### src/rtl/alu_arb_pkg.sv
// Shared widths, FSM encoding and requester-id type for the two-requester
// ALU arbiter.
package alu_arb_pkg;

    localparam int OC_W = 3;
    localparam int D_W  = 4;

    typedef enum logic {
        IDLE = 1'b0,
        EXEC = 1'b1
    } state_t;

    typedef logic req_id_t;

endpackage

### src/rtl/arb_pick.sv
// Combinational two-way arbiter: a lone requester always wins; under
// contention, fixed priority favours requester 0, round-robin favours the
// requester that was not granted last.
module arb_pick
    import alu_arb_pkg::*;
(
    input  logic    req0,
    input  logic    req1,
    input  req_id_t last,
    input  logic    prio_mode,
    output logic    any,
    output req_id_t winner
);

    always_comb begin
        any    = req0 | req1;
        winner = 1'b0;
        if (req0 && req1)
            winner = prio_mode ? 1'b0 : ~last;
        else if (req1)
            winner = 1'b1;
    end

endmodule

### src/rtl/alu_arbiter.sv
// Shares one external combinational ALU between two requesters. Each
// operation takes two cycles: grant and operand launch, then result capture.
//
//   state | meaning
//   IDLE  | sampling requests; no operation in flight
//   EXEC  | operands on alu_*, gnt high; alu_f captured on the next edge
module alu_arbiter
    import alu_arb_pkg::*;
(
    input  logic            clk,
    input  logic            rst_n,
    input  logic            prio_mode,
    input  logic            req0,
    input  logic            req1,
    input  logic [OC_W-1:0] oc0,
    input  logic [OC_W-1:0] oc1,
    input  logic [D_W-1:0]  a0,
    input  logic [D_W-1:0]  a1,
    input  logic [D_W-1:0]  b0,
    input  logic [D_W-1:0]  b1,
    output logic            gnt0,
    output logic            gnt1,
    output logic [OC_W-1:0] alu_oc,
    output logic [D_W-1:0]  alu_a,
    output logic [D_W-1:0]  alu_b,
    input  logic [D_W-1:0]  alu_f,
    output logic            res_valid,
    output logic            res_id,
    output logic [D_W-1:0]  res_f,
    output logic            busy
);

    state_t  state;
    req_id_t last;
    logic    any;
    req_id_t winner;

    arb_pick u_pick (
        .req0      (req0),
        .req1      (req1),
        .last      (last),
        .prio_mode (prio_mode),
        .any       (any),
        .winner    (winner)
    );

    // last resets to 1 so requester 0 wins the first contested round.
    always_ff @(posedge clk or negedge rst_n) begin
        if (!rst_n) begin
            state     <= IDLE;
            last      <= 1'b1;
            gnt0      <= 1'b0;
            gnt1      <= 1'b0;
            alu_oc    <= '0;
            alu_a     <= '0;
            alu_b     <= '0;
            res_valid <= 1'b0;
            res_id    <= 1'b0;
            res_f     <= '0;
        end else if (state == IDLE) begin
            res_valid <= 1'b0;
            if (any) begin
                state <= EXEC;
                last  <= winner;
                gnt0  <= ~winner;
                gnt1  <= winner;
                if (winner) begin
                    alu_oc <= oc1;
                    alu_a  <= a1;
                    alu_b  <= b1;
                end else begin
                    alu_oc <= oc0;
                    alu_a  <= a0;
                    alu_b  <= b0;
                end
            end
        end else begin
            state     <= IDLE;
            gnt0      <= 1'b0;
            gnt1      <= 1'b0;
            res_f     <= alu_f;
            res_valid <= 1'b1;
            res_id    <= last;
        end
    end

    assign busy = (state == EXEC);

endmodule

### config.mk
export PLATFORM = sky130hd
export DESIGN_NAME = alu_arbiter
export DESIGN_NICKNAME = d
export VERILOG_FILES = /design/src/rtl/alu_arb_pkg.sv /design/src/rtl/arb_pick.sv /design/src/rtl/alu_arbiter.sv
export SDC_FILE = /design/constraint.sdc
export NUM_CORES = 1
export LEC_CHECK = 0
export ABC_AREA = 1
export BUFFER_PORTS_ARGS = -buffer_cell sky130_fd_sc_hd__buf_2
export CAP_MARGIN = 5
export CORE_MARGIN = 5
export CORE_UTILIZATION = 35
export DETAILED_ROUTE_END_ITERATION = 8
export GPL_ROUTABILITY_DRIVEN = 0
export PLACE_DENSITY_LB_ADDON = 0.12
export REMOVE_ABC_BUFFERS = 1
export SYNTH_ARGS = -nofsm -noshare
export SYNTH_HDL_FRONTEND = slang
export SYNTH_SLANG_ARGS = --single-unit
### constraint.sdc
create_clock -name clk -period 1.6 [get_ports clk]
set_clock_uncertainty 0.15 [all_clocks]
set_input_delay 0.16 -clock clk [delete_from_list [all_inputs] [get_ports clk]]
set_output_delay 0.16 -clock clk [all_outputs]
set_load 0.1 [all_outputs]
==> report_table.html, run 1 <==
<table>
<tr><th>Metric</th><th>Value</th></tr>
<tr><th colspan="2">Power</th></tr>
<tr><td>IR Drop Worst-Case VDD</td><td>1.084 mV</td></tr>
<tr><td>Standby leakage power</td><td>0.8194 nW</td></tr>
<tr><td>Power per unit of standard cell area</td><td>1364 mW/mm^2</td></tr>
<tr><th colspan="2">Die</th></tr>
<tr><td>Die outline height</td><td>63.01 um</td></tr>
<tr><td>Number of rows created at floorplan</td><td>19</td></tr>
<tr><td>Starting density of the core</td><td>35.97%</td></tr>
<tr><td>Core area</td><td>0.002734 sq mm</td></tr>
<tr><td>Die extent in x</td><td>63.01 um</td></tr>
<tr><td>Total Die Area</td><td>0.003970 sq mm</td></tr>
<tr><td>I/O pin cnt</td><td>51</td></tr>
<tr><th colspan="2">GRT</th></tr>
<tr><td>GRT Overall Usage</td><td>15.49%</td></tr>
<tr><td>Global-route wire length before repair</td><td>4988 um</td></tr>
<tr><td>Largest net degree at the start of global routing</td><td>22</td></tr>
<tr><td>Final global-route overflow total</td><td>0</td></tr>
<tr><td>Vias in the first global route</td><td>1,035</td></tr>
<tr><td>Antenna violations before repair</td><td>0</td></tr>
<tr><th colspan="2">Yosys</th></tr>
<tr><td>Mapped Area</td><td>983.4 sq um</td></tr>
<tr><td>Combinational family with the most area after synthesis</td><td>simple AND/OR/NAND/NOR gates</td></tr>
<tr><td>Post-synthesis async set-or-reset flop share</td><td>100.0%</td></tr>
<tr><td>Number of synthesized flops with an enable pin</td><td>0</td></tr>
<tr><td>Number of instances in the synthesized netlist</td><td>115</td></tr>
<tr><td>Cell variety after synth</td><td>17</td></tr>
<tr><td>Top cell type by total area after synthesis</td><td>dfrtp_1</td></tr>
<tr><td>Number of storage elements in the synthesis netlist</td><td>21</td></tr>
<tr><td>Most frequent cells after synthesis</td><td>nand2_1 (31), nand3_1 (27), dfrtp_1 (20)</td></tr>
<tr><td>Mean post-synth cell area</td><td>8.552 sq um</td></tr>
<tr><td>Cell with the most instances after synthesis</td><td>nand2_1</td></tr>
<tr><td>Adder-Cell Fraction of Synth Area</td><td>0%</td></tr>
<tr><td>Proportion of synthesized chip area in sequential cells</td><td>53.56%</td></tr>
<tr><td>Fraction of the mapped netlist area in compound gates</td><td>4.580%</td></tr>
<tr><td>Warnings from Yosys</td><td>0</td></tr>
<tr><td>Top_reg_cell synth</td><td>dfrtp_1</td></tr>
<tr><td>Multiplexer area fraction after synthesis</td><td>0%</td></tr>
<tr><td>Area share of the largest cell type after synthesis</td><td>50.89%</td></tr>
<tr><td>Area share of and/or/nand/nor cells after synthesis</td><td>31.68%</td></tr>
<tr><td>Synthesized-area fraction occupied by xor and xnor cells</td><td>0%</td></tr>
<tr><td>Synth top area cells</td><td>dfrtp_1 (51%), nand3_1 (14%), nand2_1 (12%), nand4_1 (5.1%), inv_1 (4.2%)</td></tr>
<tr><th colspan="2">Detailed routing</th></tr>
<tr><td>Number of DRC markers after the initial detailed-route iteration</td><td>88</td></tr>
<tr><td>Post-DR wirelength/cell</td><td>13.46 um</td></tr>
<tr><td>Final antenna-violating net count</td><td>0</td></tr>
<tr><td>TritonRoute pass-1 iters</td><td>4</td></tr>
<tr><td>Vias</td><td>1,039</td></tr>
<tr><td>Wirelength, routed</td><td>2948 um</td></tr>
<tr><td>Routed via count divided by cell count</td><td>4.744</td></tr>
<tr><td>Drc violations</td><td>0</td></tr>
<tr><th colspan="2">Finish</th></tr>
<tr><td>Final Core Density</td><td>55.47%</td></tr>
<tr><td>Number of nets in the layout</td><td>220</td></tr>
<tr><td>Number of cells in the finished layout apart from fillers</td><td>219</td></tr>
<tr><td>Area of combinational cells with multiple inputs</td><td>364.1 sq um</td></tr>
<tr><td>Filler instances</td><td>261</td></tr>
<tr><td>Synth-to-layout area growth</td><td>54.20%</td></tr>
<tr><td>Proportion of layout cells with a drive suffix above 1</td><td>34.04%</td></tr>
<tr><td>Post-Layout Inst Area</td><td>0.001516 sq mm</td></tr>
<tr><td>Diodes inserted</td><td>0</td></tr>
<tr><td>FF/Latch Area</td><td>526.8 sq um</td></tr>
<tr><th colspan="2">Clock network</th></tr>
<tr><td>Post CTS Setup Buffer Count</td><td>0</td></tr>
<tr><td>CTS H-Tree Depth</td><td>1</td></tr>
<tr><td>Clock buffers created by TritonCTS</td><td>3</td></tr>
<tr><td>Buffers from clock root to sink, at most</td><td>2</td></tr>
<tr><td>Clock tree from TritonCTS</td><td>built</td></tr>
<tr><td>Root Buffer</td><td>clkbuf_4</td></tr>
<tr><td>Clock slew seen by the registers of the worst setup and hold paths</td><td>0.12 ns</td></tr>
<tr><td>Clock insertion delay at the later pin of the skew report</td><td>0.30 ns</td></tr>
<tr><td>Clock sink total</td><td>21</td></tr>
<tr><th colspan="2">Worst setup path</th></tr>
<tr><td>Arr. time, crit path</td><td>1.10 ns</td></tr>
<tr><td>Critical Path Sink Type</td><td>primary output</td></tr>
<tr><td>CP max-delay cell</td><td>buf_2</td></tr>
<tr><td>CP Max Fanout</td><td>2</td></tr>
<tr><td>Nature of the critical path startpoint</td><td>flop</td></tr>
<tr><td>CP Data Required Time</td><td>1.29 ns</td></tr>
<tr><td>Longest individual stage delay on the worst path</td><td>0.43 ns</td></tr>
<tr><td>FF-to-FF setup slack</td><td>0.22 ns</td></tr>
<tr><td>Cell family with the largest share of critical-path delay</td><td>buffers and inverters</td></tr>
<tr><td>Path depth of the worst reg2reg path</td><td>4</td></tr>
<tr><td>Path length in cells of the critical path</td><td>1</td></tr>
<tr><td>CP Cell Sequence</td><td>buf_2</td></tr>
<tr><td>Reg2Reg Capture Point</td><td>alu_a[1]</td></tr>
<tr><td>Origin of the critical flop-to-flop path</td><td>last</td></tr>
<tr><td>Path type of the worst setup path</td><td>reg -&gt; out</td></tr>
<tr><td>Worst path buffer plus inverter count</td><td>1</td></tr>
<tr><th colspan="2">Hold path</th></tr>
<tr><td>Capture endpoint of the worst hold path</td><td>alu_oc[2]</td></tr>
<tr><td>HP Class</td><td>in -&gt; reg</td></tr>
<tr><td>Launch point of the worst hold path</td><td>oc0[2]</td></tr>
<tr><td>Worst hold path stage count</td><td>5</td></tr>
<tr><th colspan="2">Timing</th></tr>
<tr><td>Final critical delay including setup and external delays</td><td>1.411 ns</td></tr>
<tr><td>Number of pins exceeding their max-slew limit in the final report</td><td>0</td></tr>
<tr><td>Unrepaired setup endpoints after global routing</td><td>false</td></tr>
<tr><td>Final Hold Violating Endpoints</td><td>0</td></tr>
<tr><td>Worst Max-Slew Pin Slew</td><td>0.4942 ns</td></tr>
<tr><td>Fmax achieved</td><td>708.6 MHz</td></tr>
<tr><td>Setup TNS Final</td><td>0 ns</td></tr>
<tr><td>Hold WS</td><td>0.01963 ns</td></tr>
<tr><td>Number of endpoints failing setup at the final stage</td><td>0</td></tr>
<tr><td>Final worst-path cycle share</td><td>88.20%</td></tr>
<tr><td>Rel. slew slack</td><td>67.28%</td></tr>
<tr><th colspan="2">Run status</th></tr>
<tr><td>Outcome</td><td>finished clean</td></tr>
<tr><th colspan="2">Placed design</th></tr>
<tr><td>Port buffer count</td><td>50</td></tr>
<tr><td>Cell Area, Placed</td><td>0.001272 sq mm</td></tr>
<tr><td>DP Wirelength</td><td>1953 um</td></tr>
<tr><td>Number of placed instances, taps included</td><td>194</td></tr>
<tr><th colspan="2">Flow run</th></tr>
<tr><td>Max-cap violations</td><td>0</td></tr>
</table>
state kept, by name (all words and copies together) (netlist names), 3 cells and up:
signal,cells
alu_a,4
alu_b,4
res_f,4
alu_oc,3
repair_timing:
item,CTS,global route
gates resized for setup,0,1
hold buffers,21,0
endpoints found under the hold margin,33,0
setup endpoints to repair,0,8
cell type report:
| cell class | count | area share [%] |
|---|---|---|
| clock buffers | 4 | 1.733 |
| repair buffers | 75 | 33.33 |
| well taps | 31 | 2.558 |
| flip-flops and latches | 21 | 34.74 |
| multi-input cells | 74 | 24.01 |
| inverters | 14 | 3.630 |
metrics by stage:
step | setup WS [ns] | total power, mW
2_1_floorplan | -0.3899 | 1.549
3_3_place_gp | 0.1559 | 1.775
3_5_place_dp | 0.08710 | 1.784
4_1_cts | 0.07169 | 2.086
5_1_grt | 0.1238 | 2.175
6_report | 0.1887 | 2.069
routing by layer:
| layer | GRT usage, % | wire, um | vias up |
|---|---|---|---|
| li1 | - | - | 522 |
| met1 | 19.17 | 1244 | 470 |
| met2 | 25.00 | 1424 | 43 |
| met3 | 5.036 | 244 | 4 |
| met4 | 5.570 | 36 | 0 |
| met5 | 0 | 0 | - |
cells in the final DEF (no fill, tap or decap), types with 2 or more instances in the layout:
| master | count |
|---|---|
| buf_2 | 49 |
| nand2_1 | 31 |
| nand3_1 | 27 |
| dlygate4sd3_1 | 21 |
| dfrtp_1 | 20 |
| inv_1 | 11 |
| nand4_1 | 8 |
| buf_4 | 4 |
| o21ai_0 | 3 |
| clkbuf_4 | 3 |
| inv_2 | 2 |
power by group:
group | switching [mW] | internal [mW]
registers | 0.0540 | 0.633
clock network | 0.158 | 0.0971
logic | 0.915 | 0.211
total | 1.13 | 0.941
how the worst max path moves through the flow:
| stage | startpoint | slack, ns | end |
|---|---|---|---|
| after CTS | last | 0.07 | alu_a[1] |
| after floorplan | busy | -0.39 | gnt1 |
| after detailed placement | last | 0.09 | alu_a[2] |
| final | alu_oc[0] | 0.19 | alu_oc[0] |
| after global placement | last | 0.16 | alu_a[2] |
| after global routing | alu_a[2] | 0.12 | alu_a[2] |
kinds of logic after synthesis:
kind of cell    Yosys count
compound gates            6
simple gates             68
buf+inv                  20
flops                    21
No activity file was read; power rests on OpenSTA's default activity.
==> inputs of run 2 (changes only) <==
--- a/config.mk
+++ b/config.mk
@@ -8,12 +8,10 @@
 export ABC_AREA = 1
 export BUFFER_PORTS_ARGS = -buffer_cell sky130_fd_sc_hd__buf_2
 export CAP_MARGIN = 5
-export CORE_MARGIN = 5
 export CORE_UTILIZATION = 35
 export DETAILED_ROUTE_END_ITERATION = 8
 export GPL_ROUTABILITY_DRIVEN = 0
 export PLACE_DENSITY_LB_ADDON = 0.12
-export REMOVE_ABC_BUFFERS = 1
 export SYNTH_ARGS = -nofsm -noshare
 export SYNTH_HDL_FRONTEND = slang
 export SYNTH_SLANG_ARGS = --single-unit
==> run 2 against run 1 <==
Compared with the run above:
- utilization up 2.8 points
- clock-buffer cell count unchanged
- non-clock buffer count unchanged
- critical path depth unchanged
- global-route usage grew 3.8 points
- sequential power is 1% higher
- combinational power barely moved
- via count shrank 0.19%
- maximum frequency is 1.8% lower
- critical endpoint is now alu_oc[2]
==> report_table.html, run 2 (same netlist as run 1, synthesis figures left out) <==
<table>
<tr><th>Metric</th><th>Value</th></tr>
<tr><th colspan="2">Run status</th></tr>
<tr><td>Outcome</td><td>finished clean (unchanged)</td></tr>
<tr><th colspan="2">Detailed routing</th></tr>
<tr><td>Final antenna-violating net count</td><td>0 (unchanged)</td></tr>
<tr><td>Vias</td><td>1,037 (was 1,039)</td></tr>
<tr><td>Number of DRC markers after the initial detailed-route iteration</td><td>13 (was 88)</td></tr>
<tr><td>Post-DR wirelength/cell</td><td>12.24 um (was 13.46 um)</td></tr>
<tr><td>Wirelength, routed</td><td>2668 um (was 2948 um)</td></tr>
<tr><td>Drc violations</td><td>0 (unchanged)</td></tr>
<tr><td>TritonRoute pass-1 iters</td><td>4 (unchanged)</td></tr>
<tr><td>Routed via count divided by cell count</td><td>4.757 (was 4.744)</td></tr>
<tr><th colspan="2">GRT</th></tr>
<tr><td>GRT Overall Usage</td><td>19.33% (was 15.49%)</td></tr>
<tr><td>Largest net degree at the start of global routing</td><td>22 (unchanged)</td></tr>
<tr><td>Final global-route overflow total</td><td>0 (unchanged)</td></tr>
<tr><td>Met3 Track Usage GR</td><td>6.284% (was 5.036%)</td></tr>
<tr><td>Antenna violations before repair</td><td>0 (unchanged)</td></tr>
<tr><td>Global-route wire length before repair</td><td>4071 um (was 4988 um)</td></tr>
<tr><td>Vias in the first global route</td><td>974 (was 1,035)</td></tr>
<tr><td>Met1 routing resource usage after global routing</td><td>20.81% (was 19.17%)</td></tr>
<tr><td>Busiest grt layer</td><td>met2 (unchanged)</td></tr>
<tr><td>Met2 track demand over resource</td><td>36.55% (was 25.00%)</td></tr>
<tr><th colspan="2">Timing</th></tr>
<tr><td>Rel. slew slack</td><td>67.11% (was 67.28%)</td></tr>
<tr><td>Number of pins exceeding their max-slew limit in the final report</td><td>0 (unchanged)</td></tr>
<tr><td>Hold WS</td><td>0.007596 ns (was 0.01963 ns)</td></tr>
<tr><td>Final critical delay including setup and external delays</td><td>1.437 ns (was 1.411 ns)</td></tr>
<tr><td>Worst Max-Slew Pin Slew</td><td>0.4968 ns (was 0.4942 ns)</td></tr>
<tr><td>Unrepaired setup endpoints after global routing</td><td>false (unchanged)</td></tr>
<tr><td>Setup TNS Final</td><td>0 ns (unchanged)</td></tr>
<tr><td>Fmax achieved</td><td>696.0 MHz (was 708.6 MHz)</td></tr>
<tr><td>Number of endpoints failing setup at the final stage</td><td>0 (unchanged)</td></tr>
<tr><td>Final Hold Violating Endpoints</td><td>0 (unchanged)</td></tr>
<tr><td>Final worst-path cycle share</td><td>89.80% (was 88.20%)</td></tr>
<tr><th colspan="2">Clock network</th></tr>
<tr><td>Buffers from clock root to sink, at most</td><td>2 (unchanged)</td></tr>
<tr><td>Clock buffers created by TritonCTS</td><td>3 (unchanged)</td></tr>
<tr><td>Clock sink total</td><td>21 (unchanged)</td></tr>
<tr><td>Clock insertion delay at the later pin of the skew report</td><td>0.29 ns (was 0.30 ns)</td></tr>
<tr><td>Root Buffer</td><td>clkbuf_4 (unchanged)</td></tr>
<tr><td>Clock tree from TritonCTS</td><td>built (unchanged)</td></tr>
<tr><td>Clock slew seen by the registers of the worst setup and hold paths</td><td>0.13 ns (was 0.12 ns)</td></tr>
<tr><td>CTS H-Tree Depth</td><td>1 (unchanged)</td></tr>
<tr><th colspan="2">Worst setup path</th></tr>
<tr><td>Origin of the critical flop-to-flop path</td><td>busy (was last)</td></tr>
<tr><td>Path type of the worst setup path</td><td>reg -&gt; out (unchanged)</td></tr>
<tr><td>Worst path buffer plus inverter count</td><td>1 (unchanged)</td></tr>
<tr><td>CP max-delay cell</td><td>buf_2 (unchanged)</td></tr>
<tr><td>CP Data Required Time</td><td>1.29 ns (about the same)</td></tr>
<tr><td>Nature of the critical path startpoint</td><td>flop (unchanged)</td></tr>
<tr><td>CP Cell Sequence</td><td>buf_2 (unchanged)</td></tr>
<tr><td>Reg2Reg Capture Point</td><td>alu_oc[0] (was alu_a[1])</td></tr>
<tr><td>Longest individual stage delay on the worst path</td><td>0.43 ns (about the same)</td></tr>
<tr><td>Critical Path Sink Type</td><td>primary output (unchanged)</td></tr>
<tr><td>CP Max Fanout</td><td>2 (unchanged)</td></tr>
<tr><td>Arr. time, crit path</td><td>1.13 ns (was 1.10 ns)</td></tr>
<tr><td>FF-to-FF setup slack</td><td>0.30 ns (was 0.22 ns)</td></tr>
<tr><td>Path depth of the worst reg2reg path</td><td>4 (unchanged)</td></tr>
<tr><td>Cell family with the largest share of critical-path delay</td><td>buffers and inverters (unchanged)</td></tr>
<tr><th colspan="2">Die</th></tr>
<tr><td>Die extent in x</td><td>55.01 um (was 63.01 um)</td></tr>
<tr><td>Core area</td><td>0.002567 sq mm (was 0.002734 sq mm)</td></tr>
<tr><td>Number of rows created at floorplan</td><td>18 (was 19)</td></tr>
<tr><td>I/O pin cnt</td><td>51 (unchanged)</td></tr>
<tr><td>Die outline height</td><td>55.01 um (was 63.01 um)</td></tr>
<tr><td>Starting density of the core</td><td>38.30% (was 35.97%)</td></tr>
<tr><td>Total Die Area</td><td>0.003026 sq mm (was 0.003970 sq mm)</td></tr>
<tr><th colspan="2">Placed design</th></tr>
<tr><td>Cell Area, Placed</td><td>0.001257 sq mm (was 0.001272 sq mm)</td></tr>
<tr><td>Number of placed instances, taps included</td><td>193 (was 194)</td></tr>
<tr><td>Port buffer count</td><td>50 (unchanged)</td></tr>
<tr><td>DP Wirelength</td><td>1830 um (was 1953 um)</td></tr>
<tr><th colspan="2">Finish</th></tr>
<tr><td>Proportion of layout cells with a drive suffix above 1</td><td>34.57% (was 34.04%)</td></tr>
<tr><td>Diodes inserted</td><td>0 (unchanged)</td></tr>
<tr><td>Registers with the most flip-flops</td><td>alu_a (4), alu_b (4), res_f (4) (unchanged)</td></tr>
<tr><td>Commonest cells after routing, fill and taps aside</td><td>buf_2 (49), nand2_1 (31), nand3_1 (27), dlygate4sd3_1 (21), dfrtp_1 (19) (was buf_2 (49), nand2_1 (31), nand3_1 (27), dlygate4sd3_1 (21), dfrtp_1 (20))</td></tr>
<tr><td>Number of cells in the finished layout apart from fillers</td><td>218 (was 219)</td></tr>
<tr><td>Most common cell after layout, fill and taps aside</td><td>buf_2 (unchanged)</td></tr>
<tr><td>Post-Layout Inst Area</td><td>0.001496 sq mm (was 0.001516 sq mm)</td></tr>
<tr><td>Synth-to-layout area growth</td><td>52.16% (was 54.20%)</td></tr>
<tr><td>Number of nets in the layout</td><td>220 (unchanged)</td></tr>
<tr><th colspan="2">Hold path</th></tr>
<tr><td>Capture endpoint of the worst hold path</td><td>alu_a[3] (was alu_oc[2])</td></tr>
<tr><td>HP Class</td><td>in -&gt; reg (unchanged)</td></tr>
<tr><td>Launch point of the worst hold path</td><td>a0[3] (was oc0[2])</td></tr>
<tr><td>Worst hold path stage count</td><td>5 (unchanged)</td></tr>
<tr><th colspan="2">Yosys</th></tr>
<tr><td>Syn Nets</td><td>146</td></tr>
<tr><th colspan="2">Flow run</th></tr>
<tr><td>Max-cap violations</td><td>0 (unchanged)</td></tr>
<tr><th colspan="2">Power</th></tr>
<tr><td>IR Drop Worst-Case VDD</td><td>0.8474 mV (was 1.084 mV)</td></tr>
<tr><td>Power per unit of standard cell area</td><td>1376 mW/mm^2 (was 1364 mW/mm^2)</td></tr>
<tr><td>Standby leakage power</td><td>0.8124 nW (was 0.8194 nW)</td></tr>
<tr><td>Sum of internal, switching and leakage power</td><td>2.059 mW (was 2.069 mW)</td></tr>
</table>
run 2: cell types whose count changed in the layout (fill, tap and decap cells not counted):
cell and change:
buf_12 -1, clkbuf_4 +1, dfrtp_1 -1, dfrtp_2 +1, o21ai_2 +1, o21ai_4 -1
run 2: how the worst max path moves through the flow:
stage,startpoint,end,slack (ns),cells after the start
finish,alu_oc[2],alu_oc[2],0.16,1
global route,busy,busy,0.09,1
CTS,busy,busy,0.06,1
detailed placement,busy,alu_oc[0],0.32,4
global placement,busy,alu_oc[1],0.35,4
floorplan,busy,alu_a[1],0.03,4
run 2: repair_timing:
item | CTS | global route
endpoints found under the hold margin | 32 | 0
resized for setup | 0 | 1
setup buffers | 0 | 0
hold buffers | 21 | 0
setup endpoints to repair | 0 | 1
run 2: final cells by class:
cell class / instances / area, sq um
clock buffers: 4 / 26.28
flip-flops and latches: 21 / 528.0
fillers: 242 / 1071
inverters: 14 / 55.05
repair buffers: 75 / 493.0
multi-input cells: 74 / 356.6
well taps: 30 / 37.54
run 2: metal layers:
layer / part of all wire (%) / routed length, um
met5: 0 / 0
met4: 0.90 / 24
met3: 5.5 / 147
met2: 50 / 1337
met1: 43 / 1158
run 2: stage by stage:
stage	util (%)	setup WS, ns
final	58.28	0.1633
after floorplan	-	0.03172
after CTS	58.19	0.06258
after global placement	48.98	0.3540
after global routing	58.28	0.09218
after detailed placement	48.98	0.3171
run 2: power by group:
part | leakage, nW | internal (mW) | switching, mW
sequential | 0.254 | 0.633 | 0.0609
clock | 0.0150 | 0.0974 | 0.161
combinational | 0.544 | 0.201 | 0.904
==> inputs of run 3 (changes only) <==
==> constraint.sdc (replaced) <==
create_clock -name clk -period 1.62 [get_ports clk]
set_clock_uncertainty 0.15 [all_clocks]
set_input_delay 0.162 -clock clk [delete_from_list [all_inputs] [get_ports clk]]
set_output_delay 0.162 -clock clk [all_outputs]
set_load 0.1 [all_outputs]
==> run 3 against run 2 <==
Compared with the run above:
- clock power increased by 4%
- via count is 0.87% higher
- utilization is 0.15 points lower
- critical endpoint is now busy
- non-clock buffer count decreased by 1
==> report_table.html, run 3 (same netlist as run 1, synthesis figures left out) <==
<table>
<tr><th>Metric</th><th>Value</th></tr>
<tr><th colspan="2">Finish</th></tr>
<tr><td>Number of nets in the layout</td><td>219 (was 220)</td></tr>
<tr><td>Commonest cells after routing, fill and taps aside</td><td>buf_2 (49), nand2_1 (31), nand3_1 (27), dlygate4sd3_1 (21), dfrtp_1 (19) (unchanged)</td></tr>
<tr><td>Area of combinational cells with multiple inputs</td><td>356.6 sq um (unchanged)</td></tr>
<tr><td>Diodes inserted</td><td>0 (unchanged)</td></tr>
<tr><td>Most common cell after layout, fill and taps aside</td><td>buf_2 (unchanged)</td></tr>
<tr><td>Registers with the most flip-flops</td><td>alu_a (4), alu_b (4), res_f (4) (unchanged)</td></tr>
<tr><td>FF/Latch Area</td><td>528.0 sq um (unchanged)</td></tr>
<tr><td>Synth-to-layout area growth</td><td>51.78% (was 52.16%)</td></tr>
<tr><td>Proportion of layout cells with a drive suffix above 1</td><td>34.76% (was 34.57%)</td></tr>
<tr><td>Filler instances</td><td>250 (was 242)</td></tr>
<tr><td>Number of cells in the finished layout apart from fillers</td><td>217 (was 218)</td></tr>
<tr><th colspan="2">Detailed routing</th></tr>
<tr><td>Final antenna-violating net count</td><td>0 (unchanged)</td></tr>
<tr><td>Post-DR wirelength/cell</td><td>12.49 um (was 12.24 um)</td></tr>
<tr><td>Drc violations</td><td>0 (unchanged)</td></tr>
<tr><td>Wirelength, routed</td><td>2711 um (was 2668 um)</td></tr>
<tr><td>TritonRoute pass-1 iters</td><td>4 (unchanged)</td></tr>
<tr><td>Routed via count divided by cell count</td><td>4.820 (was 4.757)</td></tr>
<tr><td>Number of DRC markers after the initial detailed-route iteration</td><td>25 (was 13)</td></tr>
<tr><td>Vias</td><td>1,046 (was 1,037)</td></tr>
<tr><th colspan="2">Worst setup path</th></tr>
<tr><td>Reg2Reg Capture Point</td><td>alu_oc[1] (was alu_oc[0])</td></tr>
<tr><td>Worst path buffer plus inverter count</td><td>1 (unchanged)</td></tr>
<tr><td>Path depth of the worst reg2reg path</td><td>4 (unchanged)</td></tr>
<tr><td>CP Max Fanout</td><td>8 (was 2)</td></tr>
<tr><td>Nature of the critical path startpoint</td><td>flop (unchanged)</td></tr>
<tr><td>Longest individual stage delay on the worst path</td><td>0.48 ns (was 0.43 ns)</td></tr>
<tr><td>CP Cell Sequence</td><td>clkbuf_4 (was buf_2)</td></tr>
<tr><td>Path type of the worst setup path</td><td>reg -&gt; out (unchanged)</td></tr>
<tr><td>Path length in cells of the critical path</td><td>1 (unchanged)</td></tr>
<tr><td>CP max-delay cell</td><td>dfrtp_2 (was buf_2)</td></tr>
<tr><td>Arr. time, crit path</td><td>1.16 ns (was 1.13 ns)</td></tr>
<tr><td>Origin of the critical flop-to-flop path</td><td>busy (unchanged)</td></tr>
<tr><td>Critical Path Sink Type</td><td>primary output (unchanged)</td></tr>
<tr><td>Cell family with the largest share of critical-path delay</td><td>flip-flops (was buffers and inverters)</td></tr>
<tr><td>CP Data Required Time</td><td>1.31 ns (was 1.29 ns)</td></tr>
<tr><td>FF-to-FF setup slack</td><td>0.27 ns (was 0.30 ns)</td></tr>
<tr><th colspan="2">Timing</th></tr>
<tr><td>Unrepaired setup endpoints after global routing</td><td>false (unchanged)</td></tr>
<tr><td>Final worst-path cycle share</td><td>90.93%</td></tr>
<tr><td>Worst Max-Slew Pin Slew</td><td>0.4943 ns (was 0.4968 ns)</td></tr>
<tr><td>Final critical delay including setup and external delays</td><td>1.473 ns</td></tr>
<tr><td>Hold WS</td><td>0.01408 ns (was 0.007596 ns)</td></tr>
<tr><td>Worst Slack Setup Final</td><td>0.1469 ns (was 0.1633 ns)</td></tr>
<tr><td>Number of endpoints failing setup at the final stage</td><td>0 (unchanged)</td></tr>
<tr><td>Setup TNS Final</td><td>0 ns (unchanged)</td></tr>
<tr><td>Fmax achieved</td><td>678.8 MHz</td></tr>
<tr><td>Rel. slew slack</td><td>67.27% (was 67.11%)</td></tr>
<tr><td>Final Hold Violating Endpoints</td><td>0 (unchanged)</td></tr>
<tr><td>Number of pins exceeding their max-slew limit in the final report</td><td>0 (unchanged)</td></tr>
<tr><th colspan="2">Clock network</th></tr>
<tr><td>Root Buffer</td><td>clkbuf_4 (unchanged)</td></tr>
<tr><td>Clock buffers created by TritonCTS</td><td>3 (unchanged)</td></tr>
<tr><td>Clock sink total</td><td>21 (unchanged)</td></tr>
<tr><td>Post CTS Setup Buffer Count</td><td>0 (unchanged)</td></tr>
<tr><td>Clock tree from TritonCTS</td><td>built (unchanged)</td></tr>
<tr><td>Clock slew seen by the registers of the worst setup and hold paths</td><td>0.13 ns (about the same)</td></tr>
<tr><td>CTS H-Tree Depth</td><td>1 (unchanged)</td></tr>
<tr><td>Buffers from clock root to sink, at most</td><td>2 (unchanged)</td></tr>
<tr><td>Clock insertion delay at the later pin of the skew report</td><td>0.32 ns (was 0.29 ns)</td></tr>
<tr><th colspan="2">Yosys</th></tr>
<tr><td>Syn Nets</td><td>146 (unchanged)</td></tr>
<tr><th colspan="2">Power</th></tr>
<tr><td>Standby leakage power</td><td>0.8065 nW (was 0.8124 nW)</td></tr>
<tr><td>Power per unit of standard cell area</td><td>1370 mW/mm^2 (was 1376 mW/mm^2)</td></tr>
<tr><td>IR Drop Worst-Case VDD</td><td>1.020 mV (was 0.8474 mV)</td></tr>
<tr><th colspan="2">Hold path</th></tr>
<tr><td>Launch point of the worst hold path</td><td>oc0[2] (was a0[3])</td></tr>
<tr><td>Worst hold path stage count</td><td>5 (unchanged)</td></tr>
<tr><td>Capture endpoint of the worst hold path</td><td>alu_oc[2] (was alu_a[3])</td></tr>
<tr><td>HP Class</td><td>in -&gt; reg (unchanged)</td></tr>
<tr><th colspan="2">Die</th></tr>
<tr><td>Die extent in x</td><td>55.01 um (unchanged)</td></tr>
<tr><td>Starting density of the core</td><td>38.30% (unchanged)</td></tr>
<tr><td>Die outline height</td><td>55.01 um (unchanged)</td></tr>
<tr><td>I/O pin cnt</td><td>51 (unchanged)</td></tr>
<tr><td>Total Die Area</td><td>0.003026 sq mm (unchanged)</td></tr>
<tr><td>Number of rows created at floorplan</td><td>18 (unchanged)</td></tr>
<tr><td>Core area</td><td>0.002567 sq mm (unchanged)</td></tr>
<tr><th colspan="2">Placed design</th></tr>
<tr><td>Port buffer count</td><td>50 (unchanged)</td></tr>
<tr><td>Worst Setup Slack post-DPL</td><td>0.2997 ns (was 0.3171 ns)</td></tr>
<tr><td>DP Wirelength</td><td>1734 um (was 1830 um)</td></tr>
<tr><td>Number of placed instances, taps included</td><td>192 (was 193)</td></tr>
<tr><th colspan="2">Flow run</th></tr>
<tr><td>Max-cap violations</td><td>0 (unchanged)</td></tr>
<tr><th colspan="2">GRT</th></tr>
<tr><td>Vias in the first global route</td><td>986 (was 974)</td></tr>
<tr><td>GRT Overall Usage</td><td>19.53% (was 19.33%)</td></tr>
<tr><td>Largest net degree at the start of global routing</td><td>22 (unchanged)</td></tr>
<tr><td>Global-route wire length before repair</td><td>4098 um (was 4071 um)</td></tr>
<tr><td>Antenna violations before repair</td><td>0 (unchanged)</td></tr>
<tr><td>Final global-route overflow total</td><td>0 (unchanged)</td></tr>
<tr><th colspan="2">Run status</th></tr>
<tr><td>Outcome</td><td>finished clean (unchanged)</td></tr>
</table>
==> run 3: per-layer routing <==
metal  part of all wire (%)  vias to the layer above  GRT usage [%]
li1                       -                      523              -
met1                     45                      484          23.23
met2                     49                       35          35.34
met3                    4.3                        4          2.459
met4                    1.3                        0          7.500
met5                      0                        -              0
==> run 3: worst max path at each step <==
stage	from	end	slack [ns]
6_report	busy	busy	0.15
5_1_grt	busy	busy	0.09
4_1_cts	busy	busy	0.05
3_5_place_dp	req1	alu_oc[1]	0.30
3_3_place_gp	req1	alu_b[1]	0.33
2_1_floorplan	busy	alu_a[1]	0.05
==> run 3: timing repair <==
action / 4_1_cts / 5_1_grt
resized for setup: 0 / 1
hold buffers: 21 / 0
endpoints found under the setup margin: 0 / 1
endpoints found under the hold margin: 33 / 0
==> run 3: stage by stage <==
| stage | instance area [sq um] | power (mW) | util (%) |
|---|---|---|---|
| detailed placement | 1250 | 1.743 | 48.68 |
| floorplan | 984.7 | 1.555 | - |
| CTS | 1490 | 2.050 | 58.04 |
| finish | 1493 | 2.045 | 58.14 |
| global route | 1493 | 2.135 | 58.14 |
| global placement | 1250 | 1.738 | 48.68 |
==> run 3: layout make-up <==
class / count / area share, %
clock buffers: 3 / 1.509
flip-flops and latches: 21 / 35.37
multi-input cells: 74 / 23.89
repair buffers: 74 / 32.52
inverters: 14 / 3.688
well taps: 30 / 2.515
clock inverters: 1 / 0.5029
==> run 3: power breakdown <==
part           internal [mW]  switching, mW  leakage (nW)
combinational          0.197          0.895         0.539
sequential             0.625         0.0572         0.254
clock                 0.0944          0.176        0.0139
total                  0.917           1.13         0.807
==> run 3: worst register-to-register path: stages, from the launching register on <==
cell	delay, ns
dfrtp_2	0.49
inv_1	0.23
buf_4	0.20
nand4_1	0.10
nand3_1	0.11
